[config.mk]
export PLATFORM = sky130hd
export DESIGN_NAME = div_sequencer
export DESIGN_NICKNAME = d
export VERILOG_FILES = /design/src/rtl/div_ctrl_pkg.sv /design/src/rtl/div_step_counter.sv /design/src/rtl/div_sequencer.sv
export SDC_FILE = /design/constraint.sdc
export NUM_CORES = 1
export LEC_CHECK = 0
export ABC_AREA = 1
export CAP_MARGIN = 25
export CORE_UTILIZATION = 52
export DETAILED_ROUTE_END_ITERATION = 10
export MAX_ROUTING_LAYER = met4
export PLACE_DENSITY_LB_ADDON = 0.25
export RECOVER_POWER = 100
export SKIP_CTS_REPAIR_TIMING = 1
export SLEW_MARGIN = 20
export SYNTH_ARGS = -nofsm -noshare
export SYNTH_HDL_FRONTEND = slang
export SYNTH_SLANG_ARGS = --single-unit
[constraint.sdc]
create_clock -name clk -period 2.49 [get_ports clk]
set_clock_uncertainty 0.1 [all_clocks]
set_input_delay 0.3735 -clock clk [delete_from_list [all_inputs] [get_ports clk]]
set_output_delay 0.3735 -clock clk [all_outputs]
set_load 0.05 [all_outputs]
[src/rtl/div_ctrl_pkg.sv]
// Shared definitions for the restoring-division sequencer: datapath command
// codes, FSM state encodings and the RUN step counter width.
package div_ctrl_pkg;

   // Datapath command codes, identical to the restore datapath's decode
   localparam logic [2:0] CMD_NOP        = 3'd0;
   localparam logic [2:0] CMD_INITIALIZE = 3'd1;
   localparam logic [2:0] CMD_LOAD_Q     = 3'd2;
   localparam logic [2:0] CMD_LOAD_M     = 3'd3;
   localparam logic [2:0] CMD_RUN        = 3'd4;
   localparam logic [2:0] CMD_STORE_A    = 3'd5;
   localparam logic [2:0] CMD_STORE_Q    = 3'd6;
   localparam logic [2:0] CMD_SUBTRACT   = 3'd7;

   // Width of the RUN step counter; covers RUN_STEPS up to 15
   localparam int unsigned STEP_W = 4;

   // Legacy state encodings, kept so existing waveform decoders still match
   localparam logic [3:0] ST_IDLE = 4'd0;
   localparam logic [3:0] ST_INIT = 4'd1;
   localparam logic [3:0] ST_LDQ  = 4'd2;
   localparam logic [3:0] ST_LDM  = 4'd3;
   localparam logic [3:0] ST_SUB  = 4'd4;
   localparam logic [3:0] ST_RUN  = 4'd5;
   localparam logic [3:0] ST_STA  = 4'd6;
   localparam logic [3:0] ST_STQ  = 4'd7;
   localparam logic [3:0] ST_DONE = 4'd8;

   typedef enum logic [3:0] {
      S_IDLE = ST_IDLE,
      S_INIT = ST_INIT,
      S_LDQ  = ST_LDQ,
      S_LDM  = ST_LDM,
      S_SUB  = ST_SUB,
      S_RUN  = ST_RUN,
      S_STA  = ST_STA,
      S_STQ  = ST_STQ,
      S_DONE = ST_DONE
   } state_e;

   // Command issued during the command sub-phase of each state
   function automatic logic [2:0] state_cmd(input state_e s);
      case (s)
         S_INIT:  return CMD_INITIALIZE;
         S_LDQ:   return CMD_LOAD_Q;
         S_LDM:   return CMD_LOAD_M;
         S_SUB:   return CMD_SUBTRACT;
         S_RUN:   return CMD_RUN;
         S_STA:   return CMD_STORE_A;
         S_STQ:   return CMD_STORE_Q;
         default: return CMD_NOP;
      endcase
   endfunction

endpackage

[src/rtl/div_step_counter.sv]
// Loadable up-counter with clear and enable, flagging when the count equals
// a terminal value. Paces the RUN loop of the division sequencer.
module div_step_counter
   import div_ctrl_pkg::*;
#(
   parameter int unsigned WIDTH = STEP_W
) (
   input  logic             clk,
   input  logic             rst,
   input  logic             clear,
   input  logic             load,
   input  logic [WIDTH-1:0] load_value,
   input  logic             en,
   input  logic [WIDTH-1:0] terminal,
   output logic             tc
);

   logic [WIDTH-1:0] count;

   // Clear has priority over load, load over increment
   always_ff @(posedge clk) begin
      if (rst || clear) begin
         count <= '0;
      end else if (load) begin
         count <= load_value;
      end else if (en) begin
         count <= count + 1'b1;
      end
   end

   assign tc = (count == terminal);

endmodule

[src/rtl/div_sequencer.sv]
// Sequencer for the 8-bit restoring-division datapath: takes a request,
// walks the datapath through INITIALIZE/LOAD/SUBTRACT/RUN/STORE with a NOP
// after every command, and returns quotient and remainder. Divide-by-zero
// is answered locally without touching the datapath.
module div_sequencer
   import div_ctrl_pkg::*;
#(
   parameter int unsigned RUN_STEPS = 8
) (
   input  logic       clk,
   input  logic       rst,
   input  logic       start_valid,
   output logic       start_ready,
   input  logic [7:0] dividend,
   input  logic [7:0] divisor,
   output logic [2:0] dp_enable,
   output logic [7:0] dp_inbus,
   input  logic [7:0] dp_outbus,
   output logic       res_valid,
   input  logic       res_ready,
   output logic [7:0] quotient,
   output logic [7:0] remainder,
   output logic       div_by_zero,
   output logic       busy
);

   localparam logic [STEP_W-1:0] LAST_STEP = STEP_W'(RUN_STEPS - 1);

   state_e     state_q, state_d;
   logic       phase_q, phase_d;
   logic [7:0] dividend_q, divisor_q;
   logic       accept, res_done;
   logic       cnt_clear, cnt_en, cnt_tc;

   assign accept   = start_valid && start_ready && (state_q == S_IDLE);
   assign res_done = res_valid && res_ready;

   div_step_counter #(
      .WIDTH (STEP_W)
   ) u_step_counter (
      .clk        (clk),
      .rst        (rst),
      .clear      (cnt_clear),
      .load       (1'b0),
      .load_value ('0),
      .en         (cnt_en),
      .terminal   (LAST_STEP),
      .tc         (cnt_tc)
   );

   // Next-state logic: every command state spends one cycle issuing its
   // command (phase 0) and one cycle issuing NOP (phase 1)
   always_comb begin
      state_d   = state_q;
      phase_d   = phase_q;
      cnt_clear = 1'b0;
      cnt_en    = 1'b0;
      case (state_q)
         S_IDLE: begin
            phase_d = 1'b0;
            if (accept) begin
               state_d = (divisor == 8'd0) ? S_DONE : S_INIT;
            end
         end
         S_RUN: begin
            if (!phase_q) begin
               phase_d = 1'b1;
            end else begin
               phase_d = 1'b0;
               cnt_en  = 1'b1;
               if (cnt_tc) begin
                  state_d = S_STA;
               end
            end
         end
         S_DONE: begin
            phase_d = 1'b0;
            if (res_done) begin
               state_d = S_IDLE;
            end
         end
         default: begin
            if (!phase_q) begin
               phase_d = 1'b1;
            end else begin
               phase_d = 1'b0;
               case (state_q)
                  S_INIT:  state_d = S_LDQ;
                  S_LDQ:   state_d = S_LDM;
                  S_LDM:   state_d = S_SUB;
                  S_SUB:   state_d = S_RUN;
                  S_STA:   state_d = S_STQ;
                  S_STQ:   state_d = S_DONE;
                  default: state_d = S_IDLE;
               endcase
               cnt_clear = (state_q == S_SUB);
            end
         end
      endcase
   end

   // State and phase registers
   always_ff @(posedge clk) begin
      if (rst) begin
         state_q <= S_IDLE;
         phase_q <= 1'b0;
      end else begin
         state_q <= state_d;
         phase_q <= phase_d;
      end
   end

   // Operand capture on the request handshake
   always_ff @(posedge clk) begin
      if (rst) begin
         dividend_q <= '0;
         divisor_q  <= '0;
      end else if (accept) begin
         dividend_q <= dividend;
         divisor_q  <= divisor;
      end
   end

   // Registered control outputs; handshake terms drop ready/valid on the
   // accepting edge so neither side sees a second transfer
   always_ff @(posedge clk) begin
      if (rst) begin
         dp_enable   <= CMD_NOP;
         dp_inbus    <= '0;
         start_ready <= 1'b0;
         res_valid   <= 1'b0;
         busy        <= 1'b0;
      end else begin
         dp_enable   <= phase_q ? CMD_NOP : state_cmd(state_q);
         dp_inbus    <= (state_q == S_LDQ) ? dividend_q :
                        (state_q == S_LDM) ? divisor_q  : '0;
         start_ready <= (state_q == S_IDLE) && !accept;
         res_valid   <= (state_q == S_DONE) && !res_done;
         busy        <= (state_d != S_IDLE);
      end
   end

   // Result capture: store phases sample the datapath while it drives A/Q
   always_ff @(posedge clk) begin
      if (rst) begin
         quotient    <= '0;
         remainder   <= '0;
         div_by_zero <= 1'b0;
      end else if (accept && (divisor == 8'd0)) begin
         quotient    <= 8'hFF;
         remainder   <= dividend;
         div_by_zero <= 1'b1;
      end else if (phase_q && (state_q == S_STA)) begin
         remainder <= dp_outbus;
      end else if (phase_q && (state_q == S_STQ)) begin
         quotient    <= dp_outbus;
         div_by_zero <= 1'b0;
      end
   end

endmodule

==> results list <==
- The run finished with clean final reports.
* Highest fanout seen on the critical path: 17
* Setup slack, reg-to-reg: 0.40 ns
- In this run the core area contains 23 standard-cell rows.
- Most instantiated library cell after synthesis: sky130_fd_sc_hd__dfxtp_1
* Remaining antenna violation count: 0
- Router iterations before antenna repair: 4
- Using the TritonRoute via totals, the vias-per-cell ratio works out to 5.062.
- Crit start category: flop
* Number of buffers created by CTS: 5
- For this configuration, the core starts out at a cell density of around 56%.
* Number of DRC violations after detailed-routing iteration 0: 157
- After detailed routing, the total wire length is 5121 µm.
* Maximum operating frequency: between 400 and 500 MHz
- The total overflow left after global routing is 0.
- Dividing the detail-routed wire length by the instance count gives 12.22 µm.
* Post-Synthesis Cell Area: 2301 µm²
- During placement, the flow inserted port buffers numbering 58.
- The worst setup path is of the reg2reg kind.
- Post-layout nets: 397
* Die outline width: 68.52 µm
- Counting every net in the synthesized netlist gives 340.
- Clk buf depth: 2
* Initial antenna violation count: 0
* Power density relative to cell area: about 570 nW/µm²
- The smallest clock period supported by the final layout is computed as ~2.1 ns.
* Leakage dissipation: 1.329 nW
- Maximum number of pins on one net before global-route repair: 24
- Total track usage: 24.59%
* Root cell of the clock tree: sky130_fd_sc_hd__clkbuf_8
* Dominant cells by area after synthesis: sky130_fd_sc_hd__dfxtp_1 (49%), sky130_fd_sc_hd__nor2_1 (7.8%), sky130_fd_sc_hd__inv_1 (7.7%)
- Setup violations remaining at the end of the flow were counted as 0.
* Count of warnings emitted by yosys: 0
- Of the available clock period, the critical path in the final layout requires about 84%.
- Among all flip-flop cells after synthesis, the most frequent one is sky130_fd_sc_hd__dfxtp_1.
- Max-slew violation count: 0
- The post-route netlist has 5.420% of its cells at a drive strength greater than 1.
- The number of global-route vias before repair came to between 1.5k and 2k.
- Setup repair after global routing left no endpoint under its margin.
- HPWL Detailed: 3810 µm
- TritonCTS built the clock tree.
* Clock-pin slew reported for the worst setup and hold paths after clock tree synthesis: about 0.10 ns
- Placeable core region: around 4100 µm²
- For the worst setup path, the data arrival time is 2.21 ns.
- Vertical die dimension: about 70 µm
- At the pin with the least slew margin, the transition time is 0.5823 ns.
* Gpl congestion: 0.8750
- Part of the Yosys area used for sequential elements: 48.72%
- Number of synthesized register bits: 56
* Final antenna diode count: 0
- Relative to the synthesized area, the layout overhead comes to 29.96%.
- Max-cap violations: 0
- Count of final hold-check violations: 0
- Data required time of the critical path: 2.61 ns
- After synthesis, the mean cell area works out to 7.399 µm².
* Area share of the leading cell type in the synthesized netlist: 48.72%
- Gate count of the mapped netlist: 311
* Hold slack final: around 0.36 ns
* Leading cell types by count after synthesis: sky130_fd_sc_hd__dfxtp_1 (56), sky130_fd_sc_hd__nor2_1 (48), sky130_fd_sc_hd__inv_1 (47)
- Total DRC errors in the routed layout: 0
- Kind of end point of the critical path: flop
* Worst-case headroom to the max-slew limit: 61.18%
* Cell accounting for the most synthesized area: sky130_fd_sc_hd__dfxtp_1
- The die covers 4695 µm².
- Max H-tree Level: 2
* Worst IR drop on VDD: 0.3422 mV
* Type of the worst min-delay path: reg2reg
- Setup TNS: 0 ns
- Latest clock arrival within the worst-skew pair: ~0.31 ns
- # clock sinks: 56
* Fraction of registers with async set/reset: 0%
- Number of inserted filler cells in the final layout: 344
- The final route contains 2121 vias.
- Count of flip-flops with a built-in enable after synthesis: 0
- Synthesis instantiated 25 different standard cells from the library.
* Top Ports: between 50 and 60
* Global-route wire length before repair: 8169 µm
[power breakdown]
part           internal (W)  switching (W)
Sequential         0.000925      0.0000117
Combinational     0.0000779       0.000107
Clock              0.000298       0.000298
Total               0.00130       0.000416
[cells in the final DEF, fill, tap and decap left out, drive strengths merged]
master         Yosys  layout
a211oi             2       2
a21oi             31      31
a31oi              1       1
buf                6       2
bufinv             0       1
clkbuf             6       7
clkdlybuf4s50      0      25
clkinv             0       1
clkinvlp           0       1
dfxtp             56      56
dlygate4sd3        0      33
ha                 1       1
inv               48      48
nand2             48      48
nand3              9       9
nand4              3       3
nor2              53      53
nor3               2       2
nor3b              1       1
o21ai             36      36
o22ai              8       8
[registers in the layout (all words and copies together), names as in the netlist]
register,count
dividend_q,8
divisor_q,8
dp_inbus,8
quotient,8
remainder,8
state_q,4
u_step_counter.count,4
dp_enable,3
busy,1
div_by_zero,1
phase_q,1
res_valid,1
start_ready,1
[per-layer routing]
metal,share of wire [%],wire length (µm),up-vias,track usage (%)
met2,46,2367,75,38.11
met5,0,0,-,-
li1,-,-,1112,-
met4,1.7,87,0,7.031
met1,46,2365,924,31.29
met3,5.9,301,10,6.743
[worst max-delay path: stages (launching register included)]
cell and delay, ns:
sky130_fd_sc_hd__dfxtp_1 0.36, sky130_fd_sc_hd__nor2_1 0.38, sky130_fd_sc_hd__nand2_2 0.14, sky130_fd_sc_hd__nor2_4 0.10, sky130_fd_sc_hd__nand2_1 0.33, sky130_fd_sc_hd__nand2_2 0.35, sky130_fd_sc_hd__inv_1 0.09, sky130_fd_sc_hd__nor2_1 0.11
sky130_fd_sc_hd__nor2_1 0.05
[cells by family after synthesis]
| family | share of synthesized area (%) |
|---|---|
| fa+ha+maj | 0.5437 |
| compound gates | 17.67 |
| simple gates | 22.51 |
| buf+inv | 10.55 |
| flops | 48.72 |
[metrics by stage]
stage	worst slack, ns	instances	power (W)	utilization, %	instance area, µm²
after global routing	0.2609	419	0.001779	72.67	2990
after CTS	0.5126	419	0.001725	73.46	3023
final	0.3961	419	0.001717	72.67	2990
after floorplan	0.8479	311	0.001067	-	2301
after global placement	0.4518	411	0.001146	70.75	2912
after detailed placement	0.3934	411	0.001148	70.75	2912
[final timing paths]
| kind | start | to | depth (start not counted) |
|---|---|---|---|
| setup / recovery | state_q[2] | remainder[6] | 8 |
| hold / removal | divisor_q[0] | divisor_q[0] | 2 |
| setup reg to reg | state_q[2] | remainder[6] | 8 |
| hold reg to reg | divisor_q[0] | divisor_q[0] | 2 |
[final cells by class]
cell class	instances	area, µm²	area share [%]
Multi-Input combinational cell	195	912.1	30.50
Clock buffer	5	68.82	2.301
Tap cell	50	62.56	2.092
Inverter	48	180.2	6.025
Sequential cell	56	1121	37.49
Clock inverter	3	42.54	1.423
Timing Repair Buffer	62	603.1	20.17
Note: power is estimated with default switching activity, not from simulation.
==> RTL edit (config.mk and constraints unchanged) <==
Set the package constant `STEP_W` to 3 (it was 4).
--- a/src/rtl/div_ctrl_pkg.sv
+++ b/src/rtl/div_ctrl_pkg.sv
@@ -15,3 +15,3 @@
    // Width of the RUN step counter; covers RUN_STEPS up to 15
-   localparam int unsigned STEP_W = 4;
+   localparam int unsigned STEP_W = 3;
 
Behaviour: no difference found for any inputs over 10 cycles, from zero or initial values and one cycle with rst high; that may be too few to reach the edited logic, so the function may still have changed.
==> RTL edit against the unedited design <==
Routed wire length down 4.7%. Synthesized cell count down 2.3%. Setup slack better by 0.034 ns. First-iteration DRC count down 39%. Global-route usage down 0.76 points. Non-clock buffer count down 2. Sequential cell count down 1. Design area down 1.9%. Count of clock-buffer cells in the layout up 1. Synthesized area up 0.16%. Final cell count down 2.9%. Power down 9.3%. Largest cell class unchanged.
==> RTL edit: results <==
final_layout:
  fillers: 345
  layout-drive-gt1-share_pct: 5.32
  stdcell_count: 407
  antenna_cells: 0
  final_nets: 388
global_route:
  grt_pass1_wl_mm: 8.07
  grt_pass1_vias: 1876
  antenna_found_initial: 0
  grt_max_degree: 34
  grt_usage_pct: 23.8
pwr:
  cellLeakagePower_nw: 1.33
  ir_drop_v: 0.000262
logic_synthesis:
  ys_seq_area_share_pct: 47.8
  synth_area_leaders: "dfxtp_1, nor2_1, a21oi_1"
  synth_cell_types: 24
  synth_nets: 334
  ys.flop_type: "dfxtp_1"
  synth_warnings: 0
  avgSynthCellArea_um2: 7.58
  async_flop_share_pct: 0
  synth_commonest_cells: "dfxtp_1, nor2_1, inv_1"
route:
  wl_mm: 4.88
  first_pass_iters: 4
  drc_errors: 0
  vias_per_cell: 5.02
  drtIter0Drc: 95
placement:
  dpl-instance-area_um2: 2870
  dp_hpwl_mm: 3.66
  placed_cells: 401
  io_buffers: 58
  gp_congestion: 0.885
worst_setup_path:
  critPathMaxFanout: 13
  cp-startpoint: "divisor[0]"
  cp_data_arrival_time_ns: 2.15
  rr_startpoint: "state_q[1]"
timing:
  worst_pin_slew_ns: 0.806
clock_tree:
  clk_latency_ns: 0.29
  cts_inserted_buffers: 5
  htreeDepth: 2
  cts_buffer_depth: 2
hold_path:
  hold_path_startpoint: "divisor_q[1]"
  hold_class: "register to register"
status:
  status: "finished, final reports clean"
[RTL edit: kinds of logic after synthesis]
group | Yosys count | share of synthesized area, %
AND/OR/NAND/NOR | 103 | 19.5
buffers and inverters | 58 | 11.2
adder cells (fa/ha/maj) | 2 | 1.09
AO/OA/AOI/OAI | 85 | 20.0
flip-flops | 55 | 47.8
XOR/XNOR | 1 | 0.380
[RTL edit: final timing paths]
kind | end | slack (ns) | cells past startpoint
setup / recovery | remainder[0] | 0.43 | 9
hold / removal | divisor_q[1] | 0.36 | 2
setup reg to reg | busy | 0.48 | 9
hold reg to reg | divisor_q[1] | 0.36 | 2
[RTL edit: report_power, final]
part / leakage (nW) / internal, mW / switching (mW) / total, mW
clock: 0.0371 / 0.188 / 0.248 / 0.436
combinational: 0.846 / 0.0804 / 0.116 / 0.197
sequential: 0.446 / 0.912 / 0.0130 / 0.925
[RTL edit: worst max-delay path, cell delays in order]
cell and delay, ns:
dlygate4sd3_1 0.55, nor2_1 0.10, nand2_1 0.11, nor2_4 0.27, nand2_4 0.14, nand2_1 0.29
inv_1 0.15, nor2_1 0.12, nor2_1 0.05
[RTL edit: cell type report]
type,count,area [um^2],share of cell area (%)
Sequential cell,55,1100,37.5
Multi-Input combinational cell,191,937,31.9
Timing Repair Buffer,60,592,20.2
Inverter,45,169,5.76
Clock buffer,6,72.6,2.47
Tap cell,50,62.6,2.13
[RTL edit: routing by layer]
metal,global-route usage (%),wire length (um)
met1,30.6,2430
met2,37.1,2130
met3,4.44,249
met4,8.85,69
met5,-,0
[RTL edit: metrics by stage]
stage / setup slack (ns) / utilization [%]
global route: 0.257 / 71.3
finish: 0.430 / 71.3
global placement: 0.419 / 69.8
CTS: 0.534 / 71.6
floorplan: 0.833 / -
detailed placement: 0.372 / 69.8
